**src/rtl/pong_game.sv**
```systemverilog
// Two-player pong: frame-rate game state (paddles, ball, scores, serve/point FSM)
// plus a registered pixel colour path driven by the external video timing.
module pong_game #(
  parameter int H_ACTIVE     = 480,
  parameter int V_ACTIVE     = 272,
  parameter int POS_W        = 9,
  parameter int PADDLE_W     = 6,
  parameter int PADDLE_H     = 64,
  parameter int PADDLE_SPD   = 4,
  parameter int BALL_SZ      = 6,
  parameter int MAX_SPD      = 4,
  parameter int HITS_PER_LVL = 4,
  parameter int SERVE_FRAMES = 60,
  parameter int POINT_FRAMES = 30,
  parameter int MAX_SCORE    = 9
) (
  input  logic             i_clk,
  input  logic             i_rst,
  input  logic [1:0]       i_up,
  input  logic [1:0]       i_down,
  input  logic             i_data_enable,
  input  logic [POS_W-1:0] i_col,
  input  logic [POS_W-1:0] i_row,
  output logic [7:0]       o_red,
  output logic [7:0]       o_green,
  output logic [7:0]       o_blue,
  output logic [3:0]       o_score1,
  output logic [3:0]       o_score2,
  output logic             o_game_over
);

  localparam int SW      = POS_W + 1;
  localparam int CNT_MAX = (SERVE_FRAMES > POINT_FRAMES) ? SERVE_FRAMES : POINT_FRAMES;
  localparam int CNT_W   = $clog2(CNT_MAX + 1);
  localparam int HIT_W   = $clog2(HITS_PER_LVL + 1);

  typedef logic signed [SW-1:0] spos_t;

  localparam spos_t ZERO       = spos_t'(0);
  localparam spos_t ONE        = spos_t'(1);
  localparam spos_t BALL_X0    = spos_t'((H_ACTIVE - BALL_SZ) / 2);
  localparam spos_t BALL_Y0    = spos_t'((V_ACTIVE - BALL_SZ) / 2);
  localparam spos_t PAD_Y0     = spos_t'((V_ACTIVE - PADDLE_H) / 2);
  localparam spos_t PAD_Y_MAX  = spos_t'(V_ACTIVE - PADDLE_H);
  localparam spos_t BALL_X_MAX = spos_t'(H_ACTIVE - BALL_SZ);
  localparam spos_t BALL_Y_MAX = spos_t'(V_ACTIVE - BALL_SZ);
  localparam spos_t HIT_X_L    = spos_t'(PADDLE_W);
  localparam spos_t HIT_X_R    = spos_t'(H_ACTIVE - PADDLE_W - BALL_SZ);
  localparam spos_t PAD_X_R    = spos_t'(H_ACTIVE - PADDLE_W);
  localparam spos_t PAD_STEP   = spos_t'(PADDLE_SPD);
  localparam spos_t PAD_H      = spos_t'(PADDLE_H);
  localparam spos_t BALL_S     = spos_t'(BALL_SZ);
  localparam spos_t SPD_MAX    = spos_t'(MAX_SPD);
  localparam logic [3:0] MAX_S = 4'(MAX_SCORE);

  typedef enum logic [1:0] {SERVE, PLAY, POINT, OVER} state_t;

  function automatic spos_t move_paddle(spos_t y, logic up, logic dn);
    spos_t n;
    n = y;
    if (dn && !up)      n = y + PAD_STEP;
    else if (up && !dn) n = y - PAD_STEP;
    if (n < ZERO)           n = ZERO;
    else if (n > PAD_Y_MAX) n = PAD_Y_MAX;
    return n;
  endfunction

  function automatic spos_t bump_speed(spos_t s);
    return (s >= SPD_MAX) ? SPD_MAX : s + ONE;
  endfunction

  state_t           state_q, state_d;
  logic [CNT_W-1:0] cnt_q, cnt_d;
  spos_t            bx_q, bx_d, by_q, by_d, vx_q, vx_d, vy_q, vy_d;
  spos_t            p1_q, p1_d, p2_q, p2_d, speed_q, speed_d;
  logic [HIT_W-1:0] hits_q, hits_d;
  logic             dir_q, dir_d;
  logic [3:0]       score1_q, score1_d, score2_q, score2_d;
  logic [7:0]       red_q, red_d, green_q, green_d, blue_q, blue_d;

  logic             frame_tick, ov1, ov2, lvl_up;
  logic [HIT_W-1:0] hits_inc;
  spos_t            nx, ny, spd_hit, col_s, row_s;

  assign frame_tick = i_data_enable && (i_col == POS_W'(H_ACTIVE - 1))
                      && (i_row == POS_W'(V_ACTIVE - 1));

  // Ball/paddle overlap is judged on pre-update positions
  assign ov1 = (by_q + BALL_S > p1_q) && (by_q < p1_q + PAD_H);
  assign ov2 = (by_q + BALL_S > p2_q) && (by_q < p2_q + PAD_H);

  always_comb begin
    state_d  = state_q;
    cnt_d    = cnt_q;
    bx_d     = bx_q;
    by_d     = by_q;
    vx_d     = vx_q;
    vy_d     = vy_q;
    p1_d     = p1_q;
    p2_d     = p2_q;
    speed_d  = speed_q;
    hits_d   = hits_q;
    dir_d    = dir_q;
    score1_d = score1_q;
    score2_d = score2_q;
    nx       = bx_q + vx_q;
    ny       = by_q + vy_q;
    hits_inc = hits_q + HIT_W'(1);
    lvl_up   = (hits_inc == HIT_W'(HITS_PER_LVL));
    spd_hit  = lvl_up ? bump_speed(speed_q) : speed_q;
    if (frame_tick) begin
      p1_d = move_paddle(p1_q, i_up[0], i_down[0]);
      p2_d = move_paddle(p2_q, i_up[1], i_down[1]);
      case (state_q)
        SERVE: begin
          bx_d = BALL_X0;
          by_d = BALL_Y0;
          if (cnt_q == CNT_W'(SERVE_FRAMES - 1)) begin
            state_d = PLAY;
            cnt_d   = '0;
            vx_d    = dir_q ? speed_q : -speed_q;
            vy_d    = ONE;
          end else begin
            cnt_d = cnt_q + CNT_W'(1);
          end
        end
        PLAY: begin
          if (ny <= ZERO) begin
            by_d = ZERO;
            vy_d = ONE;
          end else if (ny >= BALL_Y_MAX) begin
            by_d = BALL_Y_MAX;
            vy_d = -ONE;
          end else begin
            by_d = ny;
          end
          // Paddle returns take precedence over misses
          if (nx <= HIT_X_L && ov1) begin
            bx_d    = HIT_X_L;
            vx_d    = spd_hit;
            speed_d = spd_hit;
            hits_d  = lvl_up ? '0 : hits_inc;
          end else if (nx >= HIT_X_R && ov2) begin
            bx_d    = HIT_X_R;
            vx_d    = -spd_hit;
            speed_d = spd_hit;
            hits_d  = lvl_up ? '0 : hits_inc;
          end else if (nx < ZERO) begin
            bx_d     = nx;
            score2_d = score2_q + 4'd1;
            dir_d    = 1'b0;
            state_d  = POINT;
            cnt_d    = '0;
            speed_d  = ONE;
            hits_d   = '0;
          end else if (nx > BALL_X_MAX) begin
            bx_d     = nx;
            score1_d = score1_q + 4'd1;
            dir_d    = 1'b1;
            state_d  = POINT;
            cnt_d    = '0;
            speed_d  = ONE;
            hits_d   = '0;
          end else begin
            bx_d = nx;
          end
        end
        POINT: begin
          if (cnt_q == CNT_W'(POINT_FRAMES - 1)) begin
            cnt_d = '0;
            if (score1_q == MAX_S || score2_q == MAX_S) begin
              state_d = OVER;
            end else begin
              state_d = SERVE;
              bx_d    = BALL_X0;
              by_d    = BALL_Y0;
            end
          end else begin
            cnt_d = cnt_q + CNT_W'(1);
          end
        end
        OVER: begin
          if (|i_up) begin
            score1_d = '0;
            score2_d = '0;
            state_d  = SERVE;
            cnt_d    = '0;
            bx_d     = BALL_X0;
            by_d     = BALL_Y0;
          end
        end
        default: state_d = SERVE;
      endcase
    end
  end

  always_ff @(posedge i_clk) begin
    if (i_rst) begin
      state_q  <= SERVE;
      cnt_q    <= '0;
      bx_q     <= BALL_X0;
      by_q     <= BALL_Y0;
      vx_q     <= ONE;
      vy_q     <= ONE;
      p1_q     <= PAD_Y0;
      p2_q     <= PAD_Y0;
      speed_q  <= ONE;
      hits_q   <= '0;
      dir_q    <= 1'b1;
      score1_q <= '0;
      score2_q <= '0;
    end else begin
      state_q  <= state_d;
      cnt_q    <= cnt_d;
      bx_q     <= bx_d;
      by_q     <= by_d;
      vx_q     <= vx_d;
      vy_q     <= vy_d;
      p1_q     <= p1_d;
      p2_q     <= p2_d;
      speed_q  <= speed_d;
      hits_q   <= hits_d;
      dir_q    <= dir_d;
      score1_q <= score1_d;
      score2_q <= score2_d;
    end
  end

  // Pixel path: one register stage from col/row/enable to colour
  assign col_s = spos_t'({1'b0, i_col});
  assign row_s = spos_t'({1'b0, i_row});

  always_comb begin
    red_d   = '0;
    green_d = '0;
    blue_d  = '0;
    if (i_data_enable) begin
      if (col_s < HIT_X_L && row_s >= p1_q && row_s < p1_q + PAD_H) begin
        red_d   = 8'hFF;
        green_d = 8'hFF;
      end else if (col_s >= PAD_X_R && row_s >= p2_q && row_s < p2_q + PAD_H) begin
        red_d   = 8'hFF;
        green_d = 8'hFF;
        blue_d  = 8'hFF;
      end else if ((state_q == SERVE || state_q == PLAY)
                   && col_s >= bx_q && col_s < bx_q + BALL_S
                   && row_s >= by_q && row_s < by_q + BALL_S) begin
        green_d = 8'hFF;
        blue_d  = 8'hFF;
      end
    end
  end

  always_ff @(posedge i_clk) begin
    if (i_rst) begin
      red_q   <= '0;
      green_q <= '0;
      blue_q  <= '0;
    end else begin
      red_q   <= red_d;
      green_q <= green_d;
      blue_q  <= blue_d;
    end
  end

  assign o_red       = red_q;
  assign o_green     = green_q;
  assign o_blue      = blue_q;
  assign o_score1    = score1_q;
  assign o_score2    = score2_q;
  assign o_game_over = (state_q == OVER);

endmodule
```
**config.mk**
```make
export PLATFORM = sky130hd
export DESIGN_NAME = pong_game
export DESIGN_NICKNAME = d
export VERILOG_FILES = /design/src/rtl/pong_game.sv
export SDC_FILE = /design/constraint.sdc
export NUM_CORES = 1
export LEC_CHECK = 0
export CORE_UTILIZATION = 45
export CTS_CLUSTER_DIAMETER = 50
export DETAILED_ROUTE_END_ITERATION = 7
export PLACE_DENSITY = 0.65
export SKIP_CTS_REPAIR_TIMING = 1
export SLEW_MARGIN = 10
export SYNTH_ARGS = -nofsm -noshare
export SYNTH_HDL_FRONTEND = slang
export SYNTH_SLANG_ARGS = --single-unit
```
**constraint.sdc**
```tcl
create_clock -name i_clk -period 5.4 [get_ports i_clk]
set_input_delay 1.08 -clock i_clk [delete_from_list [all_inputs] [get_ports i_clk]]
set_output_delay 1.08 -clock i_clk [all_outputs]
set_load 0.05 [all_outputs]
```
==> results_dict.tcl <==
set metrics [dict create \
    status "finished, final reports clean" \
    crit_start "by_q[1]$_SDFFE_PP0P_" \
    fmax_mhz 231.3 \
    grt_use_total 0.2490 \
    critPathBufInv 2 \
    critical_path.endpoint "cnt_q[5]$_SDFFE_PP0P_" \
    crit_path_max_incr_delay_ns 0.64 \
    detail_route.iter0.violations 461 \
    yosys_warnings 0 \
    cap_violations 0 \
    final_common_cell "ha_1" \
    die_h_um 137.8 \
    syn-num-nets 1226 \
    synthArstFlopShare 0 \
    fill_cells 1802 \
    drt_drc_violations_left 0 \
    clockBufferDepth 2 \
    fin_crit_sh 0.8006 \
    dieArea_sq_mm 0.01898 \
    setup_viol 0 \
    ys.flop_type "dfxtp_1" \
    post_synth_inst_count 1074 \
    drt-pass1-iter-count 5 \
    tightest_slew_ns 1.040 \
    cts_buffers 9 \
    ir_drop_mv 0.1630 \
    area_growth_pct 9.908 \
    grt_first_pass_wirelength_um 36670 \
    core_area_sq_mm 0.01802 \
    slew_violations 0 \
    worstReg2RegEnd "cnt_q[5]$_SDFFE_PP0P_" \
    endpoint_kind "register" \
    dp.cells 1296 \
    numPortBuffers 57 \
    startpoint_type "register" \
    fin_cells 1311 \
    relSlewSlack 0.3052 \
    crit_type "register to register" \
    cp_top_family "compound AO/OA/AOI/OAI gates" \
    r2r_start "by_q[1]$_SDFFE_PP0P_" \
    cp.arrival_ns 4.60 \
    clk_pin_slew_ns 0.06 \
    synth_area_leader_cell "ha_1" \
    cts_tree "built" \
    rsz0062_at_grt "no" \
    crit_chain "inv_1, ha_1, or3_1, xnor2_1, ha_1, nand3_1, o21bai_1, a21oi_1, o311ai_0, nor3_1, o21ai_2, buf_4, a31oi_1, o21bai_1, a21oi_1" \
    root_buffer "clkbuf_16" \
    cp.required_ns 5.68 \
    fp-row-count 49 \
    cts.sinks 78 \
    reg2reg_depth 15 \
    fin_tns_setup_ns 0 \
    drt-vias-per-instance 5.938 \
    gp_congestion 0.8861 \
    wl_per_cell_um 17.35 \
    hpwl_um 17340 \
    chipWidth_um 137.8 \
    wirelength_um 22750 \
    clk_latency_ns 0.35 \
    finalClockSkew_ns 0.005051 \
    powerDensity_mw_per_mm2 143.4 \
    route.vias.total 7785 \
    syn_area_per_cell_sq_um 7.725 \
    antenna_found_initial 0 \
    worst_path_max_delay_cell "a31oi_1" \
    grt_pass1_vias 7205 \
    p_leak_nw 3.779 \
    syn_area_sq_mm 0.008297 \
    io_pins 58 \
    antenna_left 0 \
    fin_crit_ns 4.323 \
    most-common-layout-cells "ha_1, nor2_1, dfxtp_1" \
    worstPathMaxFanout 26 \
    initial_core_util 0.4603 \
    grt_max_degree 45 \
    diodes 0 \
    ys_ff_latch 78 \
    crit_cells 15 \
    finalNetCount 1230 \
    overflow 0 \
    ys_seq_area_frac 0.1882 \
    hp-class "register to register" \
    hold_violations 0 \
    layout-drive-gt1-share 0.03789 \
    cts.htree.levels 3 \
    synth_enable_flop_cells 0 \
    fin_util 0.5059 \
    r2r_slack_ns 1.08 \
    synth_area_leaders "ha_1, dfxtp_1, a21oi_1" \
    synth_top_cell_area_share 0.1885 \
    yosysUniqueCellTypes 75 \
]
[metal layers]
layer	GRT usage	share of wire	wire [um]	up-vias
met3	0.04489	0.052	1189	34
li1	-	-	-	3942
met4	0.08031	0.025	578	0
met5	0	0	0	-
met1	0.3101	0.45	10250	3593
met2	0.4305	0.47	10730	216
[tightest hold or removal path, delay by kind of cell, from the launching register on]
family | cells | cell delay [ns]
AND/OR/NAND/NOR | 1 | 0.06
AO/OA/AOI/OAI | 1 | 0.05
flip-flops | 1 | 0.33
[where the power goes]
| part | leakage, nW | internal (W) | switching [W] |
|---|---|---|---|
| clock | 0.141 | 0.000369 | 0.000254 |
| sequential | 0.629 | 0.000576 | 0.000000412 |
| combinational | 3.01 | 0.0000462 | 0.0000626 |
[kinds of logic after synthesis]
kind of cell	share of synthesized area
muxes	0.004826
AOI/OAI and AO/OA	0.2449
xor gates and xnor gates	0.05489
DFF	0.1882
buffers and inverters	0.07706
and+or+nand+nor	0.2368
adders and majority gates	0.1933
[flip-flops by register name (all words and copies together), names as in the netlist, 2 cells and up]
| name | cells |
|---|---|
| bx_q | 10 |
| by_q | 10 |
| speed_q | 10 |
| vx_q | 10 |
| p1_q | 7 |
| p2_q | 7 |
| cnt_q | 6 |
| o_score1 | 4 |
| o_score2 | 4 |
| hits_q | 3 |
| state_q | 2 |
[cell type report]
type / count / area [sq um] / share of cell area
multi-input combinational: 854 / 6096 / 0.6685
sequential: 78 / 1562 / 0.1712
timing repair buffer: 62 / 603.1 / 0.06614
tap: 229 / 286.5 / 0.03142
inverter: 73 / 274.0 / 0.03005
clock buffer: 10 / 239.0 / 0.02621
clock inverter: 5 / 58.81 / 0.006449
[worst min path at each step]
stage | from | end | slack, ns | cells after the start
after floorplan | vx_q[0]$_SDFFE_PP1P_ | vx_q[0]$_SDFFE_PP1P_ | 0.44 | 1
after global placement | vx_q[0]$_SDFFE_PP1P_ | vx_q[0]$_SDFFE_PP1P_ | 0.46 | 1
after detailed placement | vx_q[0]$_SDFFE_PP1P_ | vx_q[0]$_SDFFE_PP1P_ | 0.47 | 1
after CTS | vx_q[0]$_SDFFE_PP1P_ | vx_q[0]$_SDFFE_PP1P_ | 0.48 | 1
after global routing | hits_q[0]$_SDFFE_PP0P_ | hits_q[0]$_SDFFE_PP0P_ | 0.52 | 2
final | hits_q[0]$_SDFFE_PP0P_ | hits_q[0]$_SDFFE_PP0P_ | 0.48 | 2
[through the flow]
| step | hold WS (ns) | instance area [sq um] | total power, W | setup slack (ns) |
|---|---|---|---|---|
| after global routing | 0.5241 | 9119 | 0.001356 | 0.6173 |
| final | 0.4796 | 9119 | 0.001307 | 1.077 |
| after detailed placement | 0.4711 | 8821 | 0.0006966 | 1.168 |
| after global placement | 0.4615 | 8821 | 0.0006964 | 1.241 |
| after CTS | 0.4834 | 9119 | 0.001325 | 1.139 |
| after floorplan | 0.4398 | 8297 | 0.0006491 | 1.823 |
[synth_stat cells (9+ instances only)]
cell type	count
buf_4	21
o21bai_1	11
nor3_1	42
and3_1	14
a32oi_1	9
o21ai_0	48
a21oi_1	75
nand3_1	28
o21a_1	14
or3_1	16
nand4_1	25
nand3b_1	11
nor2_1	89
a211oi_1	10
clkbuf_1	40
a31oi_1	14
xnor2_1	37
nor4_1	14
nand2b_1	12
dfxtp_1	78
xor2_1	15
nand2_1	63
a211o_1	11
a21o_1	25
ha_1	125
inv_1	73
nor2b_1	15
Power figures use the tool's default switching activity.
